--- config.mk ---
export PLATFORM = sky130hd
export DESIGN_NAME = lsu_mem_stage
export DESIGN_NICKNAME = d
export VERILOG_FILES = /design/src/rtl/lsu_pkg.sv /design/src/rtl/lsu_align.sv /design/src/rtl/lsu_mem_stage.sv
export SDC_FILE = /design/constraint.sdc
export NUM_CORES = 1
export LEC_CHECK = 0
export CORE_UTILIZATION = 48
export DETAILED_ROUTE_END_ITERATION = 16
export PLACE_DENSITY = 0.81
export SLEW_MARGIN = 20
export SYNTH_ARGS = -nofsm -noshare
export SYNTH_HDL_FRONTEND = slang
export SYNTH_SLANG_ARGS = --single-unit
--- constraint.sdc ---
create_clock -name clk -period 7.1 [get_ports clk]
set_input_delay 2.13 -clock clk [delete_from_list [all_inputs] [get_ports clk]]
set_output_delay 2.13 -clock clk [all_outputs]
set_load 0.005 [all_outputs]
--- src/rtl/lsu_pkg.sv ---
// Shared types and data-path helpers for the load/store memory stage.
package lsu_pkg;

    typedef enum logic [2:0] {
        IDLE,
        RD_WAIT,
        WB,
        WR,
        FLT
    } lsu_state_t;

    localparam logic [2:0] F3_B  = 3'b000;
    localparam logic [2:0] F3_H  = 3'b001;
    localparam logic [2:0] F3_W  = 3'b010;
    localparam logic [2:0] F3_BU = 3'b100;
    localparam logic [2:0] F3_HU = 3'b101;

    // Stores only exist as B/H/W; loads additionally have the unsigned forms.
    function automatic logic illegal_f3(input logic store, input logic [2:0] funct3);
        if (store) begin
            return !(funct3 == F3_B || funct3 == F3_H || funct3 == F3_W);
        end
        return (funct3 == 3'b011 || funct3 == 3'b110 || funct3 == 3'b111);
    endfunction

    function automatic logic misaligned(input logic [2:0] funct3, input logic [1:0] addr);
        case (funct3)
            F3_H, F3_HU: return addr[0];
            F3_W:        return addr != 2'b00;
            default:     return 1'b0;
        endcase
    endfunction

    function automatic logic [31:0] ld_extract(input logic [31:0] word, input logic [2:0] funct3,
                                               input logic [1:0] addr);
        logic [7:0]  b;
        logic [15:0] h;
        b = word[{addr, 3'b000} +: 8];
        h = word[{addr[1], 4'b0000} +: 16];
        case (funct3)
            F3_B:    return {{24{b[7]}}, b};
            F3_H:    return {{16{h[15]}}, h};
            F3_BU:   return {24'h000000, b};
            F3_HU:   return {16'h0000, h};
            default: return word;
        endcase
    endfunction

    // Only B/H stores go through the merge; a word store never reads back.
    function automatic logic [31:0] st_merge(input logic [31:0] old, input logic [15:0] wdata,
                                             input logic [2:0] funct3, input logic [1:0] addr);
        logic [31:0] r;
        r = old;
        if (funct3 == F3_B) begin
            r[{addr, 3'b000} +: 8] = wdata[7:0];
        end else if (funct3 == F3_H) begin
            r[{addr[1], 4'b0000} +: 16] = wdata;
        end
        return r;
    endfunction

endpackage

--- src/rtl/lsu_align.sv ---
// Lane extraction for loads and lane merge for sub-word stores (pure combinational).
module lsu_align
    import lsu_pkg::*;
(
    input  logic [31:0] rd_word_i,
    input  logic [15:0] wdata_i,
    input  logic [2:0]  funct3_i,
    input  logic [1:0]  addr_lo_i,
    output logic [31:0] ld_data_o,
    output logic [31:0] st_data_o
);

    assign ld_data_o = ld_extract(rd_word_i, funct3_i, addr_lo_i);
    assign st_data_o = st_merge(rd_word_i, wdata_i, funct3_i, addr_lo_i);

endmodule

--- src/rtl/lsu_mem_stage.sv ---
// Load/store memory stage: one request at a time, word-wide DRAM port,
// sub-word stores done as read-modify-write.
// Optional retirement counters (ld_cnt/st_cnt/flt_cnt) when LSU_PERF_EN is defined.
//
// state   | meaning
// IDLE    | waiting for a request, req_ready high
// RD_WAIT | word address on A, waiting RD_LAT cycles for RD
// WB      | load result on A3/WD3, done pulse
// WR      | single-cycle DRAM write, done pulse
// FLT     | fault and done pulse, no memory or register activity
module lsu_mem_stage
    import lsu_pkg::*;
#(
    parameter int RD_LAT = 1,
    parameter int CNT_W  = 16
) (
    input  logic        clk,
    input  logic        rst,
    input  logic        req_valid,
    output logic        req_ready,
    input  logic        req_store,
    input  logic [2:0]  req_funct3,
    input  logic [31:0] req_addr,
    input  logic [31:0] req_wdata,
    input  logic [4:0]  req_rd,
    output logic [31:0] A,
    output logic [31:0] WD,
    output logic        WE,
    input  logic [31:0] RD,
    output logic [4:0]  A3,
    output logic [31:0] WD3,
    output logic        WE3,
    output logic        done,
    output logic        fault
`ifdef LSU_PERF_EN
    ,
    output logic [CNT_W-1:0] ld_cnt,
    output logic [CNT_W-1:0] st_cnt,
    output logic [CNT_W-1:0] flt_cnt
`endif
);

    lsu_state_t  state_q;
    logic [2:0]  cnt_q;
    logic        store_q;
    logic [2:0]  f3_q;
    logic [1:0]  addr_lo_q;
    logic [15:0] wdata_q;
    logic [4:0]  rd_q;
    logic [31:0] a_q, wd_q, wd3_q;
    logic [4:0]  a3_q;
    logic        we_q, we3_q, done_q, fault_q;
    logic [31:0] ld_data_d, st_data_d;

    lsu_align u_align (
        .rd_word_i (RD),
        .wdata_i   (wdata_q),
        .funct3_i  (f3_q),
        .addr_lo_i (addr_lo_q),
        .ld_data_o (ld_data_d),
        .st_data_o (st_data_d)
    );

    assign req_ready = (state_q == IDLE) && !rst;
    assign A     = a_q;
    assign WD    = wd_q;
    assign WE    = we_q;
    assign A3    = a3_q;
    assign WD3   = wd3_q;
    assign WE3   = we3_q;
    assign done  = done_q;
    assign fault = fault_q;

    // Request sequencing; all outputs are registered and pulses last one cycle.
    always_ff @(posedge clk or posedge rst) begin
        if (rst) begin
            state_q   <= IDLE;
            cnt_q     <= '0;
            store_q   <= 1'b0;
            f3_q      <= '0;
            addr_lo_q <= '0;
            wdata_q   <= '0;
            rd_q      <= '0;
            a_q       <= '0;
            wd_q      <= '0;
            a3_q      <= '0;
            wd3_q     <= '0;
            we_q      <= 1'b0;
            we3_q     <= 1'b0;
            done_q    <= 1'b0;
            fault_q   <= 1'b0;
        end else begin
            we_q    <= 1'b0;
            we3_q   <= 1'b0;
            done_q  <= 1'b0;
            fault_q <= 1'b0;
            case (state_q)
                IDLE: begin
                    if (req_valid) begin
                        store_q   <= req_store;
                        f3_q      <= req_funct3;
                        addr_lo_q <= req_addr[1:0];
                        wdata_q   <= req_wdata[15:0];
                        rd_q      <= req_rd;
                        cnt_q     <= 3'(RD_LAT - 1);
                        if (illegal_f3(req_store, req_funct3) || misaligned(req_funct3, req_addr[1:0])) begin
                            state_q <= FLT;
                            fault_q <= 1'b1;
                            done_q  <= 1'b1;
                        end else if (req_store && req_funct3 == F3_W) begin
                            state_q <= WR;
                            a_q     <= {req_addr[31:2], 2'b00};
                            wd_q    <= req_wdata;
                            we_q    <= 1'b1;
                            done_q  <= 1'b1;
                        end else begin
                            state_q <= RD_WAIT;
                            a_q     <= {req_addr[31:2], 2'b00};
                        end
                    end
                end
                RD_WAIT: begin
                    if (cnt_q == 3'd0) begin
                        done_q <= 1'b1;
                        if (store_q) begin
                            state_q <= WR;
                            wd_q    <= st_data_d;
                            we_q    <= 1'b1;
                        end else begin
                            state_q <= WB;
                            a3_q    <= rd_q;
                            wd3_q   <= ld_data_d;
                            we3_q   <= (rd_q != 5'd0);
                        end
                    end else begin
                        cnt_q <= cnt_q - 3'd1;
                    end
                end
                WB, WR, FLT: state_q <= IDLE;
                default:     state_q <= IDLE;
            endcase
        end
    end

`ifdef LSU_PERF_EN
    logic [CNT_W-1:0] ld_cnt_q, st_cnt_q, flt_cnt_q;

    assign ld_cnt  = ld_cnt_q;
    assign st_cnt  = st_cnt_q;
    assign flt_cnt = flt_cnt_q;

    // Retirement counters, each saturating at all-ones.
    always_ff @(posedge clk or posedge rst) begin
        if (rst) begin
            ld_cnt_q  <= '0;
            st_cnt_q  <= '0;
            flt_cnt_q <= '0;
        end else begin
            if (state_q == WB && ld_cnt_q != '1)   ld_cnt_q  <= ld_cnt_q + CNT_W'(1);
            if (state_q == WR && st_cnt_q != '1)   st_cnt_q  <= st_cnt_q + CNT_W'(1);
            if (state_q == FLT && flt_cnt_q != '1) flt_cnt_q <= flt_cnt_q + CNT_W'(1);
        end
    end
`endif

endmodule

== Yosys cells after proc, flatten, opt, wreduce, memory -nomap -nowiden ==
Cells that the tools add are included.
W data, S select, Z words.
Storage, ports and cells
  bits in registers: 136
  latch bits: 0
  RAM bits: 0
  memory bits (read-only): 0
  input bits: 108
  output and inout bits: 106
  word-level logic and storage cells: 111
  memories: 0
Cells by class
  add/subtract/negate cells: 3
  multiply operators: 0
  div/mod/pow operators: 0
  order comparisons: 0
  eq/ne operators: 16
  shift-type cells: 6
  multiplexer cells: 46
  bitwise gates (word level): 2
  reductions and logical operators: 23
Operator list (count)
  $mux W32: 7
  $pmux W32 S4: 1
  $bwmux W32: 2
  $pmux W32 S2: 1
  $shift A16 B7 Y32 const A: 1
  $shift A8 B7 Y32 const A: 1
  $shiftx A16 B7 Y32: 1
  $shiftx A32 B6 Y16: 1
  $shiftx A32 B6 Y8: 1
  $shiftx A8 B7 Y32: 1
  $mux W1: 24
  $eq A3 B3 Y1 const B: 5
  $mux W3: 5
  $neg A5 Y7: 2
  $logic_not A3 Y1: 4
  $pmux W3 S2: 2
  $ne A2 B2 Y1 const B: 5
  $eq A3 B1 Y1 const B: 3
  $reduce_and A3 Y1: 3
  $eq A3 B2 Y1 const B: 2
  $pmux W1 S2: 3
  $reduce_and A6 Y1: 1
  $logic_or A1 B1 Y1: 5
  $reduce_bool A5 Y1: 1
  9 further kinds: 14

== Logic depth before layout (Yosys ltp) ==
Gate-level depths: netlist (run 1).
  depth in word-level cells: 12
  depth in mapped cells: 10
  depth with buffers taken out: 7

== Cells and area by module ==
A second synthesis (run 1) with hierarchy kept.
Second synthesis, totals
  cell total of the unflattened synthesis: 663
  area, all modules: 7233.2 um2
Modules (own cells, without submodules)
  lsu_mem_stage: times used 1, cells an instance 414, area each 5580.4 um2, sequential area each 3403.3 um2
  lsu_align: times used 1, cells an instance 249, area each 1652.8 um2, sequential area each 0.0 um2

== Worst setup path after synthesis (run 1) ==
OpenSTA, ideal clock, no wires.
  path type: input to output
  start point: input rst
  end point: output req_ready
  arrival time: 2322 ps
  data required time: 4970 ps
  path slack: 2648 ps
  cell stages on the path: 1
  path through: nor3_1
Between the ends
  longest elaborated chain between the ends: 2
Ends and longest elaborated chain
  from (decl): RTL line lsu_mem_stage.sv:18  | input logic rst,
  $logic_not A1 Y1 (no source line)
  $logic_and A1 B1 Y1: RTL line lsu_mem_stage.sv:64  | assign req_ready = (state_q == IDLE) && !rst;
  to (decl): RTL line lsu_mem_stage.sv:20  | output logic req_ready,
No other way between the ends.

== Worst setup path after layout (run 1) ==
Same ends and word-level chain as after synthesis.

==> reports/results.ini, run 1 <==
[timing]
max-slew-margin-rel_pct=30.0
grt_setup_unrepaired=false
min_period_ns=5.56
clock_skew_ns=0.00903
fin_crit_sh_pct=78.3
hold_viol_final=0
setup_viol=0
fmax_ghz=0.180
timing_max_transition_violations_final=0
worst-slew-pin-transition_ns=1.05
setup_total_negative_slack_ns=0

[logic_synthesis]
synth_async_sr_flop_share_pct=100
synth.most_common_cell=dfrtp_1
synth_top_cells_by_area=dfrtp_1, nand2_1, mux2_2, a21oi_1, a221oi_1
postSynth.topFlopCell=dfrtp_1
yosysWarningCount=0
netlist.top_cell.by_area=dfrtp_1
synth.lib_cells_used.distinct=57
seq_area_frac_synth_pct=47.6
synth_seq_cells=136
synth.avg_cell_area_um2=9.56
syn_inst=747
count_of_flip_flops_with_a_built_in_enable_after_synthesis=0
mappedNetlistArea_um2=7140
ys_top_cells_by_count=dfrtp_1, nand2_1, a21oi_1
synth_top_area_share_pct=47.6

[floorplan]
placeableCoreArea_um2=14500
start_util_pct=49.2
pin_count=214
die_outline_area_um2=15400
core.rowCount=44
die_h_um=124
die_w_um=124

[cells_and_area]
area_of_the_multi_input_gates_um2=3380
final_layout_size_suffix_gt1_share_pct=9.63
filler_cell_count=1191
area_delta_synth_final_pct=38.8
layout.nets=1037
n_antenna_cell=0
stdcell_count=1119
layout.cell_area.non_filler_um2=9920
final-seq-area_um2=3400

[routing]
drc=0
routed_via_density=6.07
vias=6790
detail_route.wl_per_cell_um=19.7
drtIter0Drc=608
final_routed_wirelength_um=22100
antenna_left=0
detail_route.first_pass.iterations=5

[worst_setup_path]
criticalPathCategory=in2out
cp_max_fo=2
cp_common_cell=clkdlybuf4s50_1
worstReg2RegEnd=WD[24]$_DFFE_PP0P_
r2r_start=state_q[0]$_DFFE_PP0P_
crit_required_ns=4.97
worst_ep_arrival_time_ns=3.43
crit_end=req_ready
timing.critical_path.from_type=input port
rr_worst_depth=6
path_delay_family=buffers and inverters
timing.critical_path.slowest_cell_delay_ns=0.57
worst_setup_path_startpoint=rst
crit_chain=clkdlybuf4s50_1 > nor3_1 > clkdlybuf4s50_1
r2r_setup_slack_ns=4.19
critical_path.endpoint_type=primary output
crit_path_top_delay_cell=clkdlybuf4s50_1
worstPathBufferInverterCount=2
critical_path_cell_count=3

[placement]
io_buffer_count=211
place.gp.congestion=0.902
placed_area_um2=9270
dp_cells=1087
dpl.hpwl_um=15300

[clocking]
clock_tree.buffer_depth=2
cts_tree=yes
cts_max_level=4
ctsRootBufferMaster=clkbuf_16
cts.repair_timing.setup_buffer_count=0
cts.sinks=136
post_cts.resized_instances=0
holdBufCountCts=0
cts-buffers-inserted=17
clock_latency_ns=0.42
clock_pin_slew_worst_setup_and_hold_paths_ns=0.05

[outcome]
run_status=finished clean

[worst_hold_path]
timing.hold.worst.class=reg2reg

[power_and_ir_drop]
static-leakage-power_uw=0.00417
power_per_cell_area_nw_per_um2=448
pwr_total_uw=4440
peakVddDrop_mv=0.280

[global_route]
grt_pass1_wl_um=34000
initial_antenna_violation_count=0
grt_util_all_layers_pct=29.5
grt_start_max_net_pins=99
grt_overflow=0
grt_pass1_vias=6416

[job]
drv.max_cap_violation_count=0

[report_power, final]
part	switching [µW]	internal [µW]	leakage [µW]
sequential	313	1140	0.00164
combinational	983	1040	0.00222
clock	329	634	0.000313
[kinds of logic (layout without fill, tap and decap cells)]
| kind of cell | count (synthesis) | in the layout | share of synthesized area [%] |
|---|---|---|---|
| AO/OA/AOI/OAI | 231 | 231 | 23.2 |
| multiplexers | 48 | 48 | 7.60 |
| other | 1 | 2 | 0.0525 |
| buffers and inverters | 88 | 275 | 5.32 |
| adder cells (fa/ha/maj) | 7 | 7 | 1.23 |
| AND/OR/NAND/NOR | 236 | 236 | 15.0 |
| flip-flops | 136 | 136 | 47.6 |
[registers in the layout (all words and copies together), names as in the netlist, 2 cells and up]
register / flops
WD3: 32
WD: 32
A: 30
wdata_q: 16
A3: 5
rd_q: 5
cnt_q: 3
f3_q: 3
state_q: 3
addr_lo_q: 2
[layer usage]
metal	vias up	global-route usage, %	routed length, µm
li1	3078	-	-
met1	3268	38.5	8940
met2	403	46.9	10300
met3	41	8.06	2330
met4	0	11.2	512
met5	-	0	0
[placed cells by master (no fill, tap or decap), types with 19 or more instances in the layout]
cell type,Yosys,layout
nor3_1,19,19
a31oi_1,22,22
inv_1,23,22
mux2_2,40,40
dfrtp_1,136,136
o21ai_0,29,29
o211ai_1,25,25
nand2_1,125,124
a21oi_1,43,43
clkdlybuf4s50_1,0,211
a221oi_1,24,24
nor2_1,39,38
[area by class of cell]
| class | instances | share of cell area (%) |
|---|---|---|
| tap | 184 | 2.32 |
| clock buffer | 25 | 5.10 |
| timing repair buffer | 219 | 21.9 |
| multi-input combinational | 524 | 34.0 |
| inverter | 24 | 0.959 |
| sequential | 136 | 34.3 |
| clock inverter | 7 | 1.39 |
[worst min path at each step]
stage / start / to / slack [ns] / depth (start not counted)
6_report: WD3[12]$_DFFE_PP0P_ / WD3[12]$_DFFE_PP0P_ / 0.48 / 1
5_1_grt: WD[18]$_DFFE_PP0P_ / WD[18]$_DFFE_PP0P_ / 0.51 / 1
4_1_cts: WD3[12]$_DFFE_PP0P_ / WD3[12]$_DFFE_PP0P_ / 0.48 / 1
3_5_place_dp: WD3[12]$_DFFE_PP0P_ / WD3[12]$_DFFE_PP0P_ / 0.47 / 1
3_3_place_gp: A3[3]$_DFFE_PP0P_ / A3[3]$_DFFE_PP0P_ / 0.46 / 2
2_1_floorplan: rd_q[2]$_DFFE_PP0P_ / A3[2]$_DFFE_PP0P_ / 0.46 / 2
[per-stage QoR]
| step | hold slack [ns] | setup WS (ns) | util [%] |
|---|---|---|---|
| detailed placement | 0.469 | 1.56 | 63.8 |
| global route | 0.509 | 1.49 | 68.3 |
| finish | 0.478 | 1.54 | 68.3 |
| global placement | 0.459 | 1.58 | 63.8 |
| floorplan | 0.461 | 1.33 | - |
| CTS | 0.481 | 1.55 | 68.2 |
No activity file was read; power rests on OpenSTA's default activity.
==> run 2: changes to the inputs <==
- clock period: 7.1 -> 5.5 ns (I/O delays scaled with it)
==> run 2 against run 1 <==
  * Clock skew fell by 0.0026 ns
  * Combinational power rose by 28%
  * First-iteration DRC count fell by 5.6%
  * Final cell count barely moved
  * Flip-flop and latch count did not move
  * Register-to-register slack got worse by 1.6 ns
  * Via count fell by 0.43%
  * Clock power rose by 28%
  * Die area did not move
  * Routed wire length rose by 1.2%
  * Critical path depth did not move
  * Largest cell class unchanged
  * Highest routed layer unchanged
==> reports/results.ini, run 2 (synthesis results as in run 1) <==
[floorplan]
die_w_um=124
die_h_um=124
start_util_pct=49.2
core.rowCount=44
placeableCoreArea_um2=14500
pin_count=214
die_outline_area_um2=15400

[worst_setup_path]
r2r_start=state_q[0]$_DFFE_PP0P_
timing.critical_path.from_type=input port
cp_common_cell=clkdlybuf4s50_1
crit_chain=clkdlybuf4s50_1 > nor3_1 > clkdlybuf4s50_1
worst_ep_arrival_time_ns=3.00
worstReg2RegEnd=WD[9]$_DFFE_PP0P_
critical_path.endpoint_type=primary output
timing.critical_path.slowest_cell_delay_ns=0.57
crit_required_ns=3.85
worstPathBufferInverterCount=2
crit_path_top_delay_cell=clkdlybuf4s50_1
cp_max_fo=2
rr_worst_depth=6
r2r_setup_slack_ns=2.58
criticalPathCategory=in2out
critical_path_cell_count=3
path_delay_family=buffers and inverters

[routing]
antenna_left=0
routed_via_density=6.04
drtIter0Drc=574
detail_route.first_pass.iterations=6
drc=0
vias=6761
detail_route.wl_per_cell_um=20.0
final_routed_wirelength_um=22400

[clocking]
cts.sinks=136
cts_max_level=4
post_cts.resized_instances=0
cts-buffers-inserted=17
cts.repair_timing.setup_buffer_count=0
clock_latency_ns=0.42
clock_tree.buffer_depth=2
holdBufCountCts=0
cts_tree=yes
clock_pin_slew_worst_setup_and_hold_paths_ns=0.06
ctsRootBufferMaster=clkbuf_16

[timing]
clock_skew_ns=0.00638
grt_setup_unrepaired=false
worst-slew-pin-transition_ns=1.01
holdWs_ns=0.474
fin_crit_sh_pct=84.6
setup_total_negative_slack_ns=0
max-slew-margin-rel_pct=32.4
min_period_ns=4.65
timing_max_transition_violations_final=0
setup_viol=0
hold_viol_final=0
fmax_ghz=0.215

[cells_and_area]
layout.nets=1038
stdcell_count=1120
filler_cell_count=1176
area_of_the_multi_input_gates_um2=3380
final_layout_size_suffix_gt1_share_pct=9.72
n_antenna_cell=0
most-common-layout-cells=clkdlybuf4s50_1, dfrtp_1, nand2_1
area_delta_synth_final_pct=38.8
final-seq-area_um2=3400
mostFrequentLayoutCell=clkdlybuf4s50_1

[global_route]
grt_pass1_wl_um=34600
grt_pass1_vias=6583
grt_util_all_layers_pct=30.1
grt_overflow=0
grt_start_max_net_pins=99
initial_antenna_violation_count=0

[worst_hold_path]
timing.hold.worst.class=reg2reg
whs_endpoint=A3[0]$_DFFE_PP0P_
hold_path.startpoint=A3[0]$_DFFE_PP0P_
hold_path_depth=2

[placement]
dp_cells=1088
dpl.hpwl_um=15500
io_buffer_count=211
place.gp.congestion=0.884

[power_and_ir_drop]
static-leakage-power_uw=0.00417
power_per_cell_area_nw_per_um2=577
peakVddDrop_mv=0.336

[outcome]
run_status=finished clean

[job]
drv.max_cap_violation_count=0

## run 2: cell count changes in the layout (fill, tap and decap cells not counted)
cell and change:
clkinv_2 -1, inv_6 +1, clkbuf_8 -3, clkinv_4 +3, buf_4 +1
## run 2: through the flow
step / setup WS, ns / util [%] / total power (µW) / cell area (µm²)
4_1_cts: 0.833 / 68.2 / 5720 / 9910
5_1_grt: 0.784 / 68.2 / 6080 / 9920
3_3_place_gp: 0.865 / 63.9 / 4400 / 9280
6_report: 0.848 / 68.2 / 5720 / 9920
3_5_place_dp: 0.851 / 63.9 / 4460 / 9280
2_1_floorplan: 0.211 / - / 3260 / 7150
## run 2: per-layer routing
metal / up-vias / wire [µm] / global-route usage (%)
met1: 3233 / 9100 / 38.8
met3: 51 / 2240 / 8.24
met5: - / 0 / 0
met2: 406 / 10400 / 47.8
li1: 3071 / - / -
met4: 0 / 583 / 12.0
## run 2: worst max path at each step
stage | slack [ns] | endpoint | start
2_1_floorplan | 0.21 | A3[0]$_DFFE_PP0P_ | rst
3_3_place_gp | 0.87 | req_ready | rst
3_5_place_dp | 0.85 | req_ready | rst
4_1_cts | 0.83 | req_ready | rst
5_1_grt | 0.78 | req_ready | rst
6_report | 0.85 | req_ready | rst
## run 2: area by class of cell
type | instances | area share [%]
Clock buffer | 22 | 4.68
Clock inverter | 10 | 1.69
Multi-Input combinational cell | 524 | 34.0
Inverter | 24 | 0.959
Sequential cell | 136 | 34.3
Tap cell | 184 | 2.32
Timing Repair Buffer | 220 | 22.0
## run 2: worst reg2reg max path, stage by stage (launching register included)
cell and delay (ns):
dfrtp_1 0.98, and3b_1 0.30, a32o_1 0.14, buf_4 0.35, nand2_2 0.31, inv_1 0.50
a31oi_1 0.18
## run 2: power by group
part / switching (µW) / internal (µW)
sequential: 428 / 1470
combinational: 1250 / 1340
clock: 441 / 786
